[src/rtl/write_through_buffer_pkg.sv]
// Shared types and entry-layout helpers for the write-through buffer.
// Entry word layout, MSB to LSB: {word address, data, byte strobe}.
package write_through_buffer_pkg;

    // Drain FSM encoding: IDLE=0, WRITE=1.
    typedef enum logic {
        StIdle  = 1'b0,
        StWrite = 1'b1
    } wtbuf_state_e;

    function automatic int unsigned wtbuf_strb_w(input int unsigned data_w);
        return data_w / 8;
    endfunction

    // Strobe occupies the low bits, so data starts right above it.
    function automatic int unsigned wtbuf_data_lsb(input int unsigned data_w);
        return wtbuf_strb_w(data_w);
    endfunction

    function automatic int unsigned wtbuf_addr_lsb(input int unsigned data_w);
        return wtbuf_strb_w(data_w) + data_w;
    endfunction

    function automatic int unsigned wtbuf_entry_w(input int unsigned addr_w,
                                                  input int unsigned data_w);
        return (addr_w - 2) + data_w + wtbuf_strb_w(data_w);
    endfunction

endpackage

[src/rtl/write_through_buffer_fifo_mem.sv]
// Register-array storage for the write-through buffer: one synchronous write port
// and one asynchronous read port. Pointers and occupancy live in the parent.
module write_through_buffer_fifo_mem #(
    parameter int unsigned DEPTH_W = 4,
    parameter int unsigned ENTRY_W = 68
) (
    input  logic               clk,
    input  logic               wr_en,
    input  logic [DEPTH_W-1:0] wr_ptr,
    input  logic [ENTRY_W-1:0] wr_entry,
    input  logic [DEPTH_W-1:0] rd_ptr,
    output logic [ENTRY_W-1:0] rd_entry
);

    logic [ENTRY_W-1:0] mem_q [2**DEPTH_W];

    // Storage write; contents need no reset since level gates every read.
    always_ff @(posedge clk) begin
        if (wr_en) begin
            mem_q[wr_ptr] <= wr_entry;
        end
    end

    assign rd_entry = mem_q[rd_ptr];

endmodule

[src/rtl/write_through_buffer.sv]
// Write-through buffer: queues front-end writes and drains them in order to a
// valid/ready back-end port. Optional write coalescing into the tail entry is
// enabled by defining WTBUF_COALESCE_EN.
module write_through_buffer
    import write_through_buffer_pkg::*;
#(
    parameter int unsigned FE_ADDR_W     = 32,
    parameter int unsigned FE_DATA_W     = 32,
    parameter int unsigned WTBUF_DEPTH_W = 4
) (
    input  logic                     clk,
    input  logic                     reset,
    input  logic                     wr_valid,
    input  logic [FE_ADDR_W-3:0]     wr_addr,
    input  logic [FE_DATA_W-1:0]     wr_wdata,
    input  logic [FE_DATA_W/8-1:0]   wr_wstrb,
    output logic                     wr_ready,
    output logic                     mem_valid,
    output logic [FE_ADDR_W-1:0]     mem_addr,
    output logic [FE_DATA_W-1:0]     mem_wdata,
    output logic [FE_DATA_W/8-1:0]   mem_wstrb,
    input  logic                     mem_ready,
    output logic                     full,
    output logic                     empty,
    output logic [WTBUF_DEPTH_W:0]   level
);

    localparam int unsigned WordW   = FE_ADDR_W - 2;
    localparam int unsigned StrbW   = wtbuf_strb_w(FE_DATA_W);
    localparam int unsigned EntryW  = wtbuf_entry_w(FE_ADDR_W, FE_DATA_W);
    localparam int unsigned DataLsb = wtbuf_data_lsb(FE_DATA_W);
    localparam int unsigned AddrLsb = wtbuf_addr_lsb(FE_DATA_W);
    localparam int unsigned LevelW  = WTBUF_DEPTH_W + 1;
    localparam logic [LevelW-1:0] FullLevel = LevelW'(1) << WTBUF_DEPTH_W;

    wtbuf_state_e             state_q, state_d;
    logic [WTBUF_DEPTH_W-1:0] wr_ptr_q, wr_ptr_d, rd_ptr_q, rd_ptr_d;
    logic [LevelW-1:0]        level_q, level_d;
    logic                     full_q, full_d, empty_q, empty_d;
    logic                     mem_valid_q, mem_valid_d;
    logic [WordW-1:0]         mem_waddr_q, mem_waddr_d;
    logic [FE_DATA_W-1:0]     mem_wdata_q, mem_wdata_d;
    logic [StrbW-1:0]         mem_wstrb_q, mem_wstrb_d;

    logic                     pop, alloc, merge;
    logic                     ram_we;
    logic [WTBUF_DEPTH_W-1:0] ram_wptr;
    logic [EntryW-1:0]        ram_wentry, rd_entry;

`ifdef WTBUF_COALESCE_EN
    // Shadow of the youngest entry so a merge needs no second read port.
    logic [WordW-1:0]     tail_addr_q, tail_addr_d;
    logic [FE_DATA_W-1:0] tail_data_q, tail_data_d;
    logic [StrbW-1:0]     tail_strb_q, tail_strb_d;
    logic [FE_DATA_W-1:0] merged_data;

    // The tail is only mergeable while it stays in the FIFO this cycle.
    assign merge = wr_valid && (level_q != '0) && !(pop && level_q == LevelW'(1))
                   && (wr_addr == tail_addr_q);

    // Byte-wise merge of the incoming write over the tail entry, plus shadow update.
    always_comb begin
        merged_data = tail_data_q;
        for (int b = 0; b < int'(StrbW); b++) begin
            if (wr_wstrb[b]) begin
                merged_data[b*8 +: 8] = wr_wdata[b*8 +: 8];
            end
        end
        tail_addr_d = tail_addr_q;
        tail_data_d = tail_data_q;
        tail_strb_d = tail_strb_q;
        if (merge) begin
            tail_data_d = merged_data;
            tail_strb_d = tail_strb_q | wr_wstrb;
        end else if (alloc) begin
            tail_addr_d = wr_addr;
            tail_data_d = wr_wdata;
            tail_strb_d = wr_wstrb;
        end
    end

    // Tail shadow registers.
    always_ff @(posedge clk) begin
        if (reset) begin
            tail_addr_q <= '0;
            tail_data_q <= '0;
            tail_strb_q <= '0;
        end else begin
            tail_addr_q <= tail_addr_d;
            tail_data_q <= tail_data_d;
            tail_strb_q <= tail_strb_d;
        end
    end
`else
    assign merge = 1'b0;
`endif

    assign wr_ready = !full_q || merge;
    assign alloc    = wr_valid && !full_q && !merge;

    // Drain FSM and output registers; pops are decided from registered level only.
    always_comb begin
        state_d     = state_q;
        pop         = 1'b0;
        mem_waddr_d = mem_waddr_q;
        mem_wdata_d = mem_wdata_q;
        mem_wstrb_d = mem_wstrb_q;
        unique case (state_q)
            StIdle: begin
                if (level_q != '0) begin
                    pop     = 1'b1;
                    state_d = StWrite;
                end
            end
            StWrite: begin
                if (mem_ready) begin
                    if (level_q != '0) begin
                        pop = 1'b1;
                    end else begin
                        state_d = StIdle;
                    end
                end
            end
            default: state_d = StIdle;
        endcase
        if (pop) begin
            mem_waddr_d = rd_entry[AddrLsb +: WordW];
            mem_wdata_d = rd_entry[DataLsb +: FE_DATA_W];
            mem_wstrb_d = rd_entry[0 +: StrbW];
        end
        mem_valid_d = (state_d == StWrite);
    end

    // Storage write port, pointers, occupancy and status.
    always_comb begin
        ram_we     = alloc;
        ram_wptr   = wr_ptr_q;
        ram_wentry = {wr_addr, wr_wdata, wr_wstrb};
`ifdef WTBUF_COALESCE_EN
        if (merge) begin
            ram_we     = 1'b1;
            ram_wptr   = wr_ptr_q - WTBUF_DEPTH_W'(1);
            ram_wentry = {tail_addr_q, merged_data, tail_strb_q | wr_wstrb};
        end
`endif
        wr_ptr_d = wr_ptr_q + WTBUF_DEPTH_W'(alloc);
        rd_ptr_d = rd_ptr_q + WTBUF_DEPTH_W'(pop);
        level_d  = level_q + LevelW'(alloc) - LevelW'(pop);
        full_d   = (level_d == FullLevel);
        empty_d  = (level_d == '0) && (state_d == StIdle);
    end

    // State registers; reset aborts any in-flight write and discards the queue.
    always_ff @(posedge clk) begin
        if (reset) begin
            state_q     <= StIdle;
            wr_ptr_q    <= '0;
            rd_ptr_q    <= '0;
            level_q     <= '0;
            full_q      <= 1'b0;
            empty_q     <= 1'b1;
            mem_valid_q <= 1'b0;
            mem_waddr_q <= '0;
            mem_wdata_q <= '0;
            mem_wstrb_q <= '0;
        end else begin
            state_q     <= state_d;
            wr_ptr_q    <= wr_ptr_d;
            rd_ptr_q    <= rd_ptr_d;
            level_q     <= level_d;
            full_q      <= full_d;
            empty_q     <= empty_d;
            mem_valid_q <= mem_valid_d;
            mem_waddr_q <= mem_waddr_d;
            mem_wdata_q <= mem_wdata_d;
            mem_wstrb_q <= mem_wstrb_d;
        end
    end

    write_through_buffer_fifo_mem #(
        .DEPTH_W (WTBUF_DEPTH_W),
        .ENTRY_W (EntryW)
    ) u_fifo_mem (
        .clk      (clk),
        .wr_en    (ram_we),
        .wr_ptr   (ram_wptr),
        .wr_entry (ram_wentry),
        .rd_ptr   (rd_ptr_q),
        .rd_entry (rd_entry)
    );

    assign mem_valid = mem_valid_q;
    assign mem_addr  = {mem_waddr_q, 2'b00};
    assign mem_wdata = mem_wdata_q;
    assign mem_wstrb = mem_wstrb_q;
    assign full      = full_q;
    assign empty     = empty_q;
    assign level     = level_q;

endmodule
[config.mk]
export PLATFORM = sky130hd
export DESIGN_NAME = write_through_buffer
export DESIGN_NICKNAME = d
export VERILOG_FILES = /design/src/rtl/write_through_buffer_pkg.sv /design/src/rtl/write_through_buffer_fifo_mem.sv /design/src/rtl/write_through_buffer.sv
export SDC_FILE = /design/constraint.sdc
export NUM_CORES = 1
export LEC_CHECK = 0
export CAP_MARGIN = 20
export CORE_ASPECT_RATIO = 1.5
export CORE_MARGIN = 3
export CORE_UTILIZATION = 55
export DETAILED_ROUTE_END_ITERATION = 10
export GPL_TIMING_DRIVEN = 0
export PLACE_DENSITY_LB_ADDON = 0.3
export SYNTH_ARGS = -nofsm -noshare
export SYNTH_HDL_FRONTEND = slang
export SYNTH_SLANG_ARGS = --single-unit
[constraint.sdc]
create_clock -name clk -period 5.9 [get_ports clk]
set_input_delay 0.885 -clock clk [delete_from_list [all_inputs] [get_ports clk]]
set_output_delay 0.885 -clock clk [all_outputs]
set_load 0.05 [all_outputs]
Word level (Yosys, flattened, before mapping):

Memories as Yosys holds them, arrays and structs flattened. A register that Yosys moved wholly into a read port is not among the register bits.
Cells that the tools add are included.

* bits in registers: 16
* RAM bits: 1056
* input bits: 70
* output and inout bits: 77
* logic and storage cells: 26
* memories: 1

* $add $sub $neg: 4
* equal/unequal tests: 1
* muxes and demuxes: 7
* bitwise logic cells: 2
* reduce and logical (&&, ||, !) cells: 5

Memory list
* u_fifo_mem.mem_q: words 16, bits a word 66, read ports 1, clocked after Yosys merged registers in 1, wr ports 1, line write_through_buffer_fifo_mem.sv:15 `logic [ENTRY_W-1:0] mem_q [2**DEPTH_W];`

Operator list (count)
* $add A4 B1 Y4: 2
* $add A5 B1 Y5: 1
* $eq A5 B5 Y1 const B: 1
* $logic_not A5 Y1: 1
* $mux W1: 5
* $reduce_bool A5 Y1: 1
* $sub A5 B1 Y5: 1
* $pmux W1 S2: 2
* $logic_and A1 B1 Y1: 2
* $not A1 Y1: 2
* $logic_not A1 Y1: 1

Logic depth before layout (Yosys ltp):

* depth after elaboration: 7
* mapped depth: 12

Hierarchy:

A second synthesis with hierarchy kept.

* cells, all modules: 1994
* area total of the unflattened synthesis: 42530.8 um^2

By module, submodules not included
* write_through_buffer_fifo_mem: instances 1, cells each 1632, area an instance 39480.4 um^2, seq. area each 31710.4 um^2
* write_through_buffer: instances 1, cells each 362, area an instance 3050.4 um^2, seq. area each 1641.6 um^2

Worst setup path before layout:

OpenSTA, ideal clock, no wires.

* path kind: input-to-reg
* start point: input wr_valid
* end point: memory u_fifo_mem.mem_q[0][0] (netlist name), enable pin
* library setup time: 0.571 ns
* data arrival time: 5.830 ns
* setup slack: -0.501 ns
* cell stages on the path: 3
* path buffers: 0
* cell sequence: nand2b_1 -> or3_1 -> nor3_1

* cells in the longest elaborated chain, start to end: 3

RTL lines
* start: declaration: line write_through_buffer.sv:13 `input logic wr_valid,`
* $logic_and A1 B1 Y1: line write_through_buffer.sv:99 `assign alloc = wr_valid && !full_q && !merge;`
* $mux W1: line write_through_buffer_fifo_mem.sv:19 `if (wr_en) begin`
* $mux W1 (not written as such): line write_through_buffer_fifo_mem.sv:20 `mem_q[wr_ptr] <= wr_entry;`
* end: declaration: line write_through_buffer_fifo_mem.sv:15

No other way between the ends.

Worst setup path in the final report:

* start point: input wr_valid
* end point: memory u_fifo_mem.mem_q[12][25] (netlist name), enable pin

The elaborated chain is that of the path after synthesis.

==> results.md <==
* Status: finished, final reports clean
* CP arrival at 3460 ps
* Die area at approximately 0.081 mm^2
* DP Cell Count at 3063
* Initial antenna violation count at 7
* Clk buf depth at 3
* Max-slew headroom at 27.1%
* Final HPWL DP at 64900 um
* Vias per Instance at 6.35
* Post-synth cell types at 31
* Commonest non-fill, non-tap cell in the layout: edfxtp_1
* GPL Wtd Cong at 0.759
* HP Class: flip-flop to flip-flop
* Pwr/cell area at about 420 mW/mm^2
* Sw Ratio at 28.7%
* CTS tree: yes
* Slew @ Worst Pin at between 1000 and 1500 ps
* Post-CTS sizing at 0
* GRT Total Usage at 25.9%
* Detailed-route DRC error count at 0
* Largest cells by area after synthesis: edfxtp_1 (74%), mux4_2 (14%), dfxtp_1 (3.9%)
* Cell count after synthesis at 1849
* H-tree depth at 3
* Filler instances at 4775
* Achievable Freq at 0.321 GHz
* Drt pass-1 iters at 5
* Yosys Warn Count at 0
* Area delta synth->final at 17.4%
* Most area-hungry cell type in the Yosys netlist: edfxtp_1
* Grt total ovfl at 0
* Sequential share of power at around 46%
* Initial Util at between 50% and 60%
* Final nets at 2236
* Max-Cap Viols at 0
* Final Critical Period at 3110 ps
* DR WL/cell at 31.4 um
* Post-Place Worst Slack at between 2000 and 2500 ps
* CTS clock-pin slew for the worst setup and hold paths at 60 ps
* P_int at 15.0 mW
* Hold WS at about 470 ps
* Final Hold Violating Endpoints at 0
* Vias in the first global route at 21895
* Via count at 20654
* # setup viols final at 0
* Post-DRT Antenna Nets at 0
* Clock Power Share at 30.5%
* CTS hold repair buffers at 0
* Die X at 233 um
* Crit path required time at around 6300 ps
* Starting DRC count in detailed routing at 2380
* Avg Cell Area, Syn at approximately 23 um^2
* NetSw at 6.04 mW
* Final Max Slew Viols at 0
* Site Rows at 124
* Reg2reg path depth at 12
* CTS Buf Count at 98
* Reg-to-Reg Start: level[3]
* Pleak at 15.5 nW
* CP max stage delay at 690 ps
* Commonest non-fill, non-tap cells in the layout: edfxtp_1 (1056), mux4_2 (264), clkdlybuf4s50_1 (143)
* Crit-path cells: clkdlybuf4s50_1 > nand2b_1 > inv_1 > nand3_1 > nor3_4 > buf_16 > buf_16 > buf_16 > buf_16
* Worst Setup Start Kind: input port
* Area of the core at 0.0765 mm^2
* Worst r2r dst: empty
* Worst-skew pair later-pin latency at 660 ps
* Total clock sinks at about 1100
* RSZ-0062 raised after global routing: false
* Layout cells sized above 1 at 24.9%
* Top cell type's share of synthesized area at 74.4%
* Seq/Total Area, Yosys at 78.2%
* Die Y at 347 um
* Root Buffer: clkbuf_16
* Yosys reg bits at 1138
* PortBufs at ~140
* WL final at 102000 um
* Global-route wire length before repair at around 150000 um
* Fin worst setup slack at 2790 ps
* CP Class: input port to flip-flop
* I/O pin total at approximately 150
* Top cell by count, worst path: buf_16
* Largest net degree at the start of global routing at 23
* Area of the mapped netlist at ~0.043 mm^2
* Worst VDD drop at 259 uV
* Layout Cells excl Fill at around 3300
* Logic pwr share at about a quarter
* Crit path launch: wr_valid
* Postcts setup bufs at 0
* Tcrit/Tclk final at 52.7%
* Worst Setup EP: u_fifo_mem.mem_q[12][25]
* Worst setup EP type: flip-flop
* Worst Clk Skew at 30.2 ps
* Crit Path Max Fanout at 13
* Reg-to-reg setup timing slack at 2810 ps
* CP max-delay cell: nor3_4
## power groups by stage
stage	registers [mW]	logic (mW)	clock network (mW)
6_report	9.59	5.05	6.43
5_1_grt	9.63	5.32	6.82
4_1_cts	9.59	5.11	6.53
3_5_place_dp	9.76	5.08	0
3_3_place_gp	9.79	4.87	0
2_1_floorplan	10.5	2.56	0
## flip-flops by register name, indices dropped and copies added, names as in the netlist
signal / count
mem_waddr_q: 30
rd_ptr_q: 4
level: 5
empty: 1
mem_wdata: 32
u_fifo_mem.mem_q: 1056
full: 1
mem_valid: 1
ram_wptr: 4
mem_wstrb: 4
## worst min-delay path by stage
| stage | start | end | cells past startpoint |
|---|---|---|---|
| global route | mem_waddr_q[3] | mem_waddr_q[3] | 2 |
| detailed placement | mem_waddr_q[22] | mem_waddr_q[22] | 2 |
| CTS | mem_waddr_q[22] | mem_waddr_q[22] | 2 |
| floorplan | rd_ptr_q[2] | rd_ptr_q[2] | 2 |
| global placement | mem_wstrb[3] | mem_wstrb[3] | 2 |
| finish | mem_wdata[26] | mem_wdata[26] | 2 |
## cells in the mapped netlist
master	instances
nor4b_1	1
edfxtp_1	1056
o221ai_1	66
fa_1	1
a21o_1	1
nand3_1	3
o21ba_2	1
buf_6	29
ha_1	10
xnor2_1	5
or3_1	1
mux2i_1	132
dfxtp_1	82
a41o_1	1
buf_4	3
nor2b_1	9
clkbuf_1	15
o21bai_1	1
conb_1	1
nand2b_1	3
xor2_1	3
buf_2	36
nor3_1	5
nor2_1	22
mux4_2	264
nand2_1	69
nor4bb_1	1
inv_1	7
a21oi_1	2
buf_1	17
nand3b_1	2
## layout make-up
type	instances	area, um^2	share of cell area, %
diodes	4	10.0	0.0200
plain buffers	100	649	1.30
clock buffers	145	2780	5.56
clock inverters	41	439	0.878
inverters	7	26.3	0.0525
multi-input cells	605	8740	17.5
flip-flops and latches	1138	33400	66.6
well taps	1008	1260	2.52
repair buffers	205	2780	5.56
## worst max-delay path, delay by kind of cell
kind                   cells  cell delay, ps
buffers and inverters      6            1340
and+or+nand+nor            3            1190
## metal layers
layer  GRT usage (%)  wire, um
met1            32.6     36200
met2            45.2     54300
met3            3.80      7280
met4            11.0      4240
met5               0        41
## stage by stage
step                instance area, um^2  power [mW]  utilization (%)  setup TNS (ps)
floorplan                         42700        13.1                -               0
global placement                  45300        14.7             59.3        -2831720
detailed placement                46800        14.8             61.2               0
CTS                               50000        21.2             65.4               0
global route                      50000        21.8             65.4               0
finish                            50000        21.1             65.4               0
## cells by family (layout without fill, tap and decap cells)
kind of cell	count (synthesis)	after routing	synth area share, %
AO/OA/AOI/OAI	72	72	1.46
adder cells (fa/ha/maj)	11	11	0.340
multiplexers	396	396	17.0
buffers and inverters	107	498	1.58
AND/OR/NAND/NOR	116	116	1.17
XOR/XNOR	8	8	0.164
other	1	6	0.00880
flip-flops	1138	1138	78.2
Power figures use the tool's default switching activity.
